<file path="config.mk">
export PLATFORM = sky130hd
export DESIGN_NAME = store_buffer_flat
export DESIGN_NICKNAME = d
export VERILOG_FILES = /design/src/rtl/store_buffer_pkg.sv /design/src/rtl/store_buffer_if.sv /design/src/rtl/store_buffer_data_align.sv /design/src/rtl/store_buffer.sv /design/src/flat_wrapper.sv
export SDC_FILE = /design/constraint.sdc
export NUM_CORES = 1
export LEC_CHECK = 0
export ABC_AREA = 1
export CORE_ASPECT_RATIO = 1.75
export CORE_MARGIN = 3
export CORE_UTILIZATION = 62
export DETAILED_ROUTE_END_ITERATION = 10
export DONT_BUFFER_PORTS = 1
export PLACE_DENSITY = 0.81
export SLEW_MARGIN = 0
export SYNTH_ARGS = -nofsm -noshare
export SYNTH_HDL_FRONTEND = slang
export SYNTH_HIERARCHICAL = 1
export SYNTH_SLANG_ARGS = --single-unit
</file>
<file path="constraint.sdc">
create_clock -name clk -period 11.9 [get_ports clk]
set_input_delay 1.785 -clock clk [delete_from_list [all_inputs] [get_ports clk]]
set_output_delay 1.785 -clock clk [all_outputs]
set_load 0.01 [all_outputs]
</file>
<file path="src/rtl/store_buffer_pkg.sv">
// Shared store-path definitions: store-type encodings used by the store buffer and
// the store byte-enable generator, plus common word/byte-enable types.
package store_buffer_pkg;

    localparam int ST_SEL_W = 3;
    localparam int LANES    = 4;

    typedef enum logic [ST_SEL_W-1:0] {
        ST_SB  = 3'd0,
        ST_SH  = 3'd1,
        ST_SW  = 3'd2,
        ST_SWL = 3'd3,
        ST_SWR = 3'd4
    } store_sel_e;

    typedef logic [31:0]      word_t;
    typedef logic [LANES-1:0] byte_en_t;

endpackage

</file>
<file path="src/rtl/store_buffer_if.sv">
// Store-side and memory-side bus of the store buffer.
interface store_buffer_if #(
    parameter int AW = 32
);
    import store_buffer_pkg::*;

    // Both channels are valid/ready: a transfer happens on a cycle where the source
    // asserts valid (st_valid / mem_req) and the sink asserts ready (st_ready / mem_ack);
    // the source holds its payload stable until that cycle.
    logic                st_valid;
    logic                st_ready;
    logic [AW-1:0]       st_addr;
    logic [ST_SEL_W-1:0] st_sel;
    byte_en_t            st_b_w_en;
    word_t               st_data;

    logic                mem_req;
    logic                mem_ack;
    logic [AW-1:0]       mem_addr;
    word_t               mem_wdata;
    byte_en_t            mem_b_w_en;

    modport master (
        output st_valid, st_addr, st_sel, st_b_w_en, st_data,
        input  st_ready,
        input  mem_req, mem_addr, mem_wdata, mem_b_w_en,
        output mem_ack
    );

    modport slave (
        input  st_valid, st_addr, st_sel, st_b_w_en, st_data,
        output st_ready,
        output mem_req, mem_addr, mem_wdata, mem_b_w_en,
        input  mem_ack
    );

endinterface

</file>
<file path="src/rtl/store_buffer_data_align.sv">
// Moves raw rt data onto big-endian byte lanes according to store type and byte offset.
module store_data_align
    import store_buffer_pkg::*;
(
    input  logic [ST_SEL_W-1:0] sel,
    input  logic [1:0]          byte_off,
    input  word_t               data,
    output word_t               lane_data
);

    always_comb begin
        lane_data = data;
        case (store_sel_e'(sel))
            ST_SB:   lane_data = {4{data[7:0]}};
            ST_SH:   lane_data = {2{data[15:0]}};
            ST_SW:   lane_data = data;
            // Unaligned halves: byte offset 0 is the most significant lane.
            ST_SWL:  lane_data = data >> {byte_off, 3'b000};
            ST_SWR:  lane_data = data << {2'd3 - byte_off, 3'b000};
            default: lane_data = data;
        endcase
    end

endmodule

</file>
<file path="src/rtl/store_buffer.sv">
// Store write buffer: aligns stores, queues them in a DEPTH-entry FIFO, drains them to
// data memory over req/ack and flags loads that hit a pending store word.
module store_buffer
    import store_buffer_pkg::*;
#(
    parameter int DEPTH = 4,
    parameter int AW    = 32
) (
    input  logic                       clk,
    input  logic                       rst_n,
    store_buffer_if.slave              bus,
    input  logic [AW-1:0]              ld_addr,
    output logic                       ld_hit,
    output logic                       empty,
    output logic [$clog2(DEPTH+1)-1:0] count
);

    localparam int PW  = $clog2(DEPTH);
    localparam int CW  = $clog2(DEPTH + 1);
    localparam int WAW = AW - 2;

    logic [WAW-1:0]   ent_addr [DEPTH];
    word_t            ent_data [DEPTH];
    byte_en_t         ent_be   [DEPTH];
    logic [DEPTH-1:0] ent_valid;

    logic [PW-1:0] wr_ptr;
    logic [PW-1:0] rd_ptr;
    logic [CW-1:0] cnt;

    word_t lane_data;
    logic  full;
    logic  push;
    logic  pop;
    logic  unused_ld_off;

    store_data_align u_align (
        .sel       (bus.st_sel),
        .byte_off  (bus.st_addr[1:0]),
        .data      (bus.st_data),
        .lane_data (lane_data)
    );

    // Ready looks only at the registered count, so a full buffer never takes a store
    // in the same cycle that the head is acknowledged.
    assign full         = (cnt == CW'(DEPTH));
    assign empty        = (cnt == '0);
    assign bus.st_ready = rst_n && !full;

    // A store with no byte enables is handshaken but never occupies a slot.
    assign push = bus.st_valid && bus.st_ready && (bus.st_b_w_en != '0);
    assign pop  = bus.mem_req && bus.mem_ack;

    always_ff @(posedge clk or negedge rst_n) begin
        if (!rst_n) begin
            wr_ptr    <= '0;
            rd_ptr    <= '0;
            cnt       <= '0;
            ent_valid <= '0;
        end else begin
            if (pop) begin
                rd_ptr            <= rd_ptr + 1'b1;
                ent_valid[rd_ptr] <= 1'b0;
            end
            if (push) begin
                wr_ptr            <= wr_ptr + 1'b1;
                ent_valid[wr_ptr] <= 1'b1;
            end
            case ({push, pop})
                2'b10:   cnt <= cnt + 1'b1;
                2'b01:   cnt <= cnt - 1'b1;
                default: cnt <= cnt;
            endcase
        end
    end

    always_ff @(posedge clk) begin
        if (push) begin
            ent_addr[wr_ptr] <= bus.st_addr[AW-1:2];
            ent_data[wr_ptr] <= lane_data;
            ent_be[wr_ptr]   <= bus.st_b_w_en;
        end
    end

    assign bus.mem_req    = !empty;
    assign bus.mem_addr   = empty ? '0 : {ent_addr[rd_ptr], 2'b00};
    assign bus.mem_wdata  = empty ? '0 : ent_data[rd_ptr];
    assign bus.mem_b_w_en = empty ? '0 : ent_be[rd_ptr];

    // Word-granular hit over registered entries; the store being enqueued is not visible.
    always_comb begin
        ld_hit = 1'b0;
        for (int i = 0; i < DEPTH; i++) begin
            if (ent_valid[i] && (ent_addr[i] == ld_addr[AW-1:2])) begin
                ld_hit = 1'b1;
            end
        end
    end

    assign unused_ld_off = ^ld_addr[1:0];
    assign count         = cnt;

endmodule

</file>
<file path="src/flat_wrapper.sv">
// flat-port wrapper written by rule: the top's interface ports become plain ports
module store_buffer_flat import store_buffer_pkg::*;
#(
    parameter int DEPTH = 4,
    parameter int AW    = 32
)
  (clk, rst_n, ld_addr, ld_hit, empty, count, bus_st_valid, bus_st_addr, bus_st_sel, bus_st_b_w_en, bus_st_data, bus_st_ready, bus_mem_req, bus_mem_addr, bus_mem_wdata, bus_mem_b_w_en, bus_mem_ack);
  store_buffer_if #(.AW(AW)) bus_i ();
  input  logic clk;
  input  logic rst_n;
  input  logic [AW-1:0] ld_addr;
  output logic ld_hit;
  output logic empty;
  output logic [$clog2(DEPTH+1)-1:0] count;
  input wire logic [$bits(bus_i.st_valid)-1:0] bus_st_valid;
  input wire logic [$bits(bus_i.st_addr)-1:0] bus_st_addr;
  input wire logic [$bits(bus_i.st_sel)-1:0] bus_st_sel;
  input wire logic [$bits(bus_i.st_b_w_en)-1:0] bus_st_b_w_en;
  input wire logic [$bits(bus_i.st_data)-1:0] bus_st_data;
  output wire logic [$bits(bus_i.st_ready)-1:0] bus_st_ready;
  output wire logic [$bits(bus_i.mem_req)-1:0] bus_mem_req;
  output wire logic [$bits(bus_i.mem_addr)-1:0] bus_mem_addr;
  output wire logic [$bits(bus_i.mem_wdata)-1:0] bus_mem_wdata;
  output wire logic [$bits(bus_i.mem_b_w_en)-1:0] bus_mem_b_w_en;
  input wire logic [$bits(bus_i.mem_ack)-1:0] bus_mem_ack;
  assign bus_i.st_valid = bus_st_valid;
  assign bus_i.st_addr = bus_st_addr;
  assign bus_i.st_sel = bus_st_sel;
  assign bus_i.st_b_w_en = bus_st_b_w_en;
  assign bus_i.st_data = bus_st_data;
  assign bus_st_ready = bus_i.st_ready;
  assign bus_mem_req = bus_i.mem_req;
  assign bus_mem_addr = bus_i.mem_addr;
  assign bus_mem_wdata = bus_i.mem_wdata;
  assign bus_mem_b_w_en = bus_i.mem_b_w_en;
  assign bus_i.mem_ack = bus_mem_ack;
  store_buffer #(.DEPTH(DEPTH), .AW(AW)) u_core (.clk(clk), .rst_n(rst_n), .bus(bus_i), .ld_addr(ld_addr), .ld_hit(ld_hit), .empty(empty), .count(count));
endmodule
</file>
=== Yosys cells after proc, flatten, opt, wreduce, memory -nomap -nowiden ===
Memories as Yosys holds them, arrays and structs flattened.
Index checks and enable logic that the tools add are counted.

* Add/sub/neg operators: 5
* Magnitude comparators: 4
* Equal/unequal tests: 10
* Shift operators: 2
* Mux-type cells: 17
* Bitwise gates (word level): 3
* Reductions and logical operators: 16

{| class="wikitable"
|+ Operators with widths
! cell !! count
|-
| 32-bit case mux with 4 select lines || 1
|-
| 30-bit == test || 4
|-
| 32-bit two-way mux || 2
|-
| 32-bit by 5-bit left shift with 32-bit output || 1
|-
| 32-bit by 5-bit >> shifter with 32-bit output || 1
|-
| 4-bit two-way mux || 3
|-
| 1-bit logical AND || 10
|-
| 1-bit two-way mux || 8
|-
| 3-bit == test (second input constant) || 2
|-
| 3-bit zero test || 2
|-
| 2-bit by 3-bit < comparator with 1-bit output (second input constant) || 2
|-
| 3-bit case mux with 2 select lines || 1
|-
| 2-bit by 1-bit adder with 2-bit output (second input constant) || 2
|-
| 4-bit AND || 1
|-
| 1-bit demux with 2-bit select || 2
|-
| 2-bit by 1-bit >= comparator with 1-bit output (second input constant) || 2
|-
| 4-bit inverter || 1
|-
| 4-bit bitwise OR || 1
|-
| 4-bit nonzero test || 1
|-
| 3-bit by 1-bit adder with 3-bit output (second input constant) || 1
|-
| 3-bit by 1-bit == test with 1-bit output (second input constant) || 1
|-
| 3-bit by 2-bit == test with 1-bit output (second input constant) || 1
|-
| 3-bit by 1-bit subtractor with 3-bit output (second input constant) || 1
|-
| 2-bit by 1-bit == test with 1-bit output (second input constant) || 1
|-
| other kinds (4) || 5
|}

* Flip-flop bits (word level): 11
* RAM bits: 264
* Input bits: 107
* Output and inout port bits: 75
* Logic and storage cells: 64
* Memories kept: 3

{| class="wikitable"
|+ Memories
! name !! words !! bits a word !! read ports !! clocked after memory_dff !! wr ports !! line !! source
|-
| u_core.ent_data || 4 || 32 || 1 || 0 || 1 || store_buffer.sv:23 || <nowiki>word_t ent_data [DEPTH];</nowiki>
|-
| u_core.ent_addr || 4 || 30 || 5 || 0 || 1 || store_buffer.sv:22 || <nowiki>logic [WAW-1:0] ent_addr [DEPTH];</nowiki>
|-
| u_core.ent_be || 4 || 4 || 1 || 0 || 1 || store_buffer.sv:24 || <nowiki>byte_en_t ent_be [DEPTH];</nowiki>
|}

=== Depth between registers and ports, before layout ===
* Depth after elaboration: 9
* Gate-level depth with buffers: 11
* Depth with buffers taken out: 10

=== Modules after synthesis ===
Netlist, hierarchy kept.

{| class="wikitable"
|+ By module, submodules not included
! module !! times used !! cells an instance !! area an instance (um2) !! sequential area each (um2)
|-
| store_buffer || 1 || 1335 || 12809.8 || 8202.9
|-
| store_data_align || 1 || 348 || 1527.7 || 0.0
|}

=== Least setup slack after synthesis ===
Ideal clock, no wire load.

* Path kind: input port to flip-flop
* From: input rst_n
* To: memory u_core/ent_addr[0][0] in the netlist's numbering, enable pin
* Library setup time: 491 ps
* Arrival: 5235 ps
* Data required time: 11409 ps
* Setup slack: 6174 ps
* Stages on the path: 6
* Path buffers: 1
* Path through: inv_1 a31oi_4 nand2_1 or2_1 buf_6 nor2_1

* Cells in the longest elaborated chain, start to end: 5

{| class="wikitable"
|+ RTL lines
! element !! line !! source
|-
| start: declaration || flat_wrapper.sv:10 || <nowiki>input logic rst_n;</nowiki>
|-
| 1-bit logical AND || store_buffer.sv:48 || <nowiki>assign bus.st_ready = rst_n && !full;</nowiki>
|-
| net bus_st_ready || flat_wrapper.sv:20 || <nowiki>output wire logic [$bits(bus_i.st_ready)-1:0] bus_st_ready;</nowiki>
|-
| 1-bit logical AND (2 in series) || store_buffer.sv:51 || <nowiki>assign push = bus.st_valid && bus.st_ready && (bus.st_b_w_en != '0);</nowiki>
|-
| 1-bit two-way mux || store_buffer.sv:78 || <nowiki>if (push) begin</nowiki>
|-
| 1-bit two-way mux (implied by the code) || store_buffer.sv:79 || <nowiki>ent_addr[wr_ptr] <= bus.st_addr[AW-1:2];</nowiki>
|-
| end: declaration || store_buffer.sv:22 ||
|}

The timed path passes the listed nets, and every way through them passes these cells.

=== Final worst setup path ===
* From: register u_core.rd_ptr[0]
* To: output bus_mem_addr[21]

* Cells in the longest elaborated chain, start to end: 2

{| class="wikitable"
|+ RTL lines
! element !! line !! source
|-
| start: declaration || store_buffer.sv:28 || <nowiki>logic [PW-1:0] rd_ptr;</nowiki>
|-
| start signal: assignment || store_buffer.sv:62 || <nowiki>rd_ptr <= rd_ptr + 1'b1;</nowiki>
|-
| memory 4 x 30 bit || n/a ||
|-
| 32-bit two-way mux || store_buffer.sv:86 || <nowiki>assign bus.mem_addr = empty ? '0 : {ent_addr[rd_ptr], 2'b00};</nowiki>
|-
| end: declaration || flat_wrapper.sv:22 || <nowiki>output wire logic [$bits(bus_i.mem_addr)-1:0] bus_mem_addr;</nowiki>
|}

No other way between the ends.

==> run metrics <==
status completed; register clock-pin slew on the reported worst setup and hold paths 0.07 ns; syn avg cell area 8.52 um2; CTS tree yes; core box area 0.0227 mm2; max cap viols 0; register area 0.00821 mm2; RSZ-0062 raised after global routing false; actual slew at the worst max-slew pin 1.12 ns; CP Class flip-flop to output port; multi-input logic area 0.00528 mm2; post-synthesis sequential area ratio 57.2%; Required @ worst endpoint 10.12 ns; Pwr Density 208 mW/mm2; Cell Area, Synth 0.0143 mm2; gr usage total 32.6%; Layout Nets 1763; clock sinks 275; wire length per cell 21.0 um; fmax 0.195 GHz; Finished Cell Area 0.0154 mm2; fraction of layout cells with a size suffix above 1 3.97%; Setup Buffers After CTS 0; Hold Fails Final Rpt 0; Final Setup Violations 0; worst reg2reg endpoint u_core/ent_addr[3][4]$_DFFE_PP_; aggregate routed wire length 41300 um; Yosys cell types 28; I/O pins 182; LEAKAGE 6.15 nW; Clock Tree Buf Depth 3; Row Count 73; vias in the first global route 11.3k; setup_tns 0 ns; CTS Buf Count 24; Max IR drop VDD 0.157 mV; post_cts resized 0; Worst EP arrival 3.35 ns; Seq cells post-synth 275; r2r setup slk 8.56 ns; drt via density 5.86; Die X 121 um; drc violations 0; CTS Hold Buffers Added 0; Fillers 1765; fin util 67.6%; clk_lat worst skew 0.53 ns; gr ovfl total 0; DIE AREA 0.0251 mm2; Buffers on Ports 0; global-route wire length before repair 62300 um; crit-path max FO 84; Diodes inserted 0; CP Launch Type flip-flop; reg-to-reg startpoint u_core/count[0]$_DFFE_PN0P_; largest net degree at the start of global routing 103; clk root buf clkbuf_16; initial antenna violation count 0; effective utilization at floorplan 63.0%; Critical Path Source u_core/rd_ptr[0]$_DFFE_PN0N_; Cells after Synth 1683; P&R area growth vs syn 7.27%; Setup crit end bus_mem_addr[21]; Clock H-tree levels 1; die height 207 um; total number of vias 11.5k; HPWL after detailed placement 27600 um; period utilisation layout 43.2%; hold slack final 0.494 ns; drt pass-1 iters 5; Hold Path Cell Cnt 2; DRT antenna net count 0; crit path time final 5.14 ns; Slew Limit Fails 0; Hold WC Path Type flip-flop to flip-flop; Detailed Route Iter0 Violations 940; final setup skew 0.0208 ns; FF-to-FF path depth 6; Rel. slew slack 25.6%; yosys warns 6; Area after DPL 0.0145 mm2; crit end category output port; routability cong. 0.955
-- stage by stage --
stage	setup WS, ns	cells	power, W
4_1_cts	6.81	1964	0.00320
2_1_floorplan	6.17	1684	0.00205
6_report	6.76	1964	0.00319
3_5_place_dp	7.12	1920	0.00235
3_3_place_gp	7.13	1920	0.00232
5_1_grt	6.60	1964	0.00335
-- registers in the layout (all words and copies together) (netlist names) --
register / count
u_core/ent_data: 128
u_core/ent_addr: 120
u_core/ent_be: 16
u_core/ent_valid: 4
u_core/count: 3
u_core/rd_ptr: 2
u_core/wr_ptr: 2
-- synthesized netlist by cell type --
cell type  instances  area share, %
nand2_1          481             13
ha_1               9           0.79
buf_2             35            1.2
buf_4              6           0.31
clkbuf_1          25           0.65
a21oi_2            1          0.061
nor2_1           266            7.0
a31oi_4            1           0.15
nand4_1           32            1.4
dfrtp_1           11            1.9
nor2_2             1          0.044
o211ai_1           2           0.10
a21oi_1          122            4.3
nor4_1             1          0.044
or2_1              1          0.044
fa_1               1           0.14
xor2_1             7           0.43
conb_1             1          0.026
xnor2_1           10           0.61
edfxtp_1         264             55
inv_1            140            3.7
nand3_1           84            2.9
o21ai_1            4           0.14
buf_6              1          0.079
inv_2              5           0.13
buf_1              8           0.21
o21ai_0          162            5.7
nor3_2             2           0.14
-- cells in the final DEF (no fill, tap or decap), types with 2 or more instances in the layout --
master / count
clkbuf_1: 3
clkinv_1: 3
clkbuf_16: 24
nor2_4: 4
bufinv_16: 6
a21oi_1: 122
conb_1: 2
o211ai_1: 2
xnor2_1: 10
o21ai_1: 4
clkinv_2: 4
xor2_1: 7
nand3_1: 84
inv_2: 4
edfxtp_1: 264
o21ai_0: 162
clkbuf_8: 4
inv_1: 139
nor2_1: 262
ha_1: 9
dfrtp_1: 9
nand4_1: 32
buf_4: 11
nand2_1: 481
-- layout make-up --
cell class                      instances  share of cell area, %
Inverter                              145                   3.56
Multi-Input combinational cell       1189                   34.3
Clock inverter                         13                   1.46
Tap cell                              300                   2.44
Timing Repair Buffer                   11                  0.537
Sequential cell                       275                   53.4
Clock buffer                           31                   4.34
-- kinds of logic after synthesis --
| kind of cell | synth area share, % |
|---|---|
| and+or+nand+nor | 24.2 |
| adders and majority gates | 0.925 |
| buffers and inverters | 6.27 |
| other | 0.0262 |
| DFF | 57.2 |
| AOI/OAI and AO/OA | 10.4 |
| xor gates and xnor gates | 1.04 |
-- power by group --
| group | internal, W | switching (W) |
|---|---|---|
| Clock | 0.000526 | 0.000330 |
| Sequential | 0.00119 | 0.0000723 |
| Combinational | 0.000267 | 0.000811 |
-- critical path, stage by stage, from the launching register on --
cell and delay [ns]:
dfrtp_4 0.71, clkinv_2 0.68, buf_4 0.63, a21oi_1 0.24, o21ai_0 0.13, a21oi_1 0.40
-- layer usage --
layer	global-route usage (%)	vias to the layer above	share of wire (%)
met2	58.4	486	52
met1	33.6	5396	33
met5	0	-	0
li1	-	5516	-
met4	21.2	0	7.6
met3	6.99	116	7.8
-- worst min path at each step --
stage	slack, ns	end	from
3_5_place_dp	0.48	u_core/ent_valid[0]$_DFF_PN0_	u_core/ent_valid[0]$_DFF_PN0_
3_3_place_gp	0.48	u_core/ent_valid[2]$_DFF_PN0_	u_core/ent_valid[2]$_DFF_PN0_
5_1_grt	0.53	u_core/ent_valid[2]$_DFF_PN0_	u_core/ent_valid[2]$_DFF_PN0_
4_1_cts	0.49	u_core/ent_valid[0]$_DFF_PN0_	u_core/ent_valid[0]$_DFF_PN0_
2_1_floorplan	0.45	u_core/ent_valid[3]$_DFF_PN0_	u_core/ent_valid[3]$_DFF_PN0_
6_report	0.49	u_core/ent_valid[0]$_DFF_PN0_	u_core/ent_valid[0]$_DFF_PN0_
Note: power is estimated with default switching activity, not from simulation.
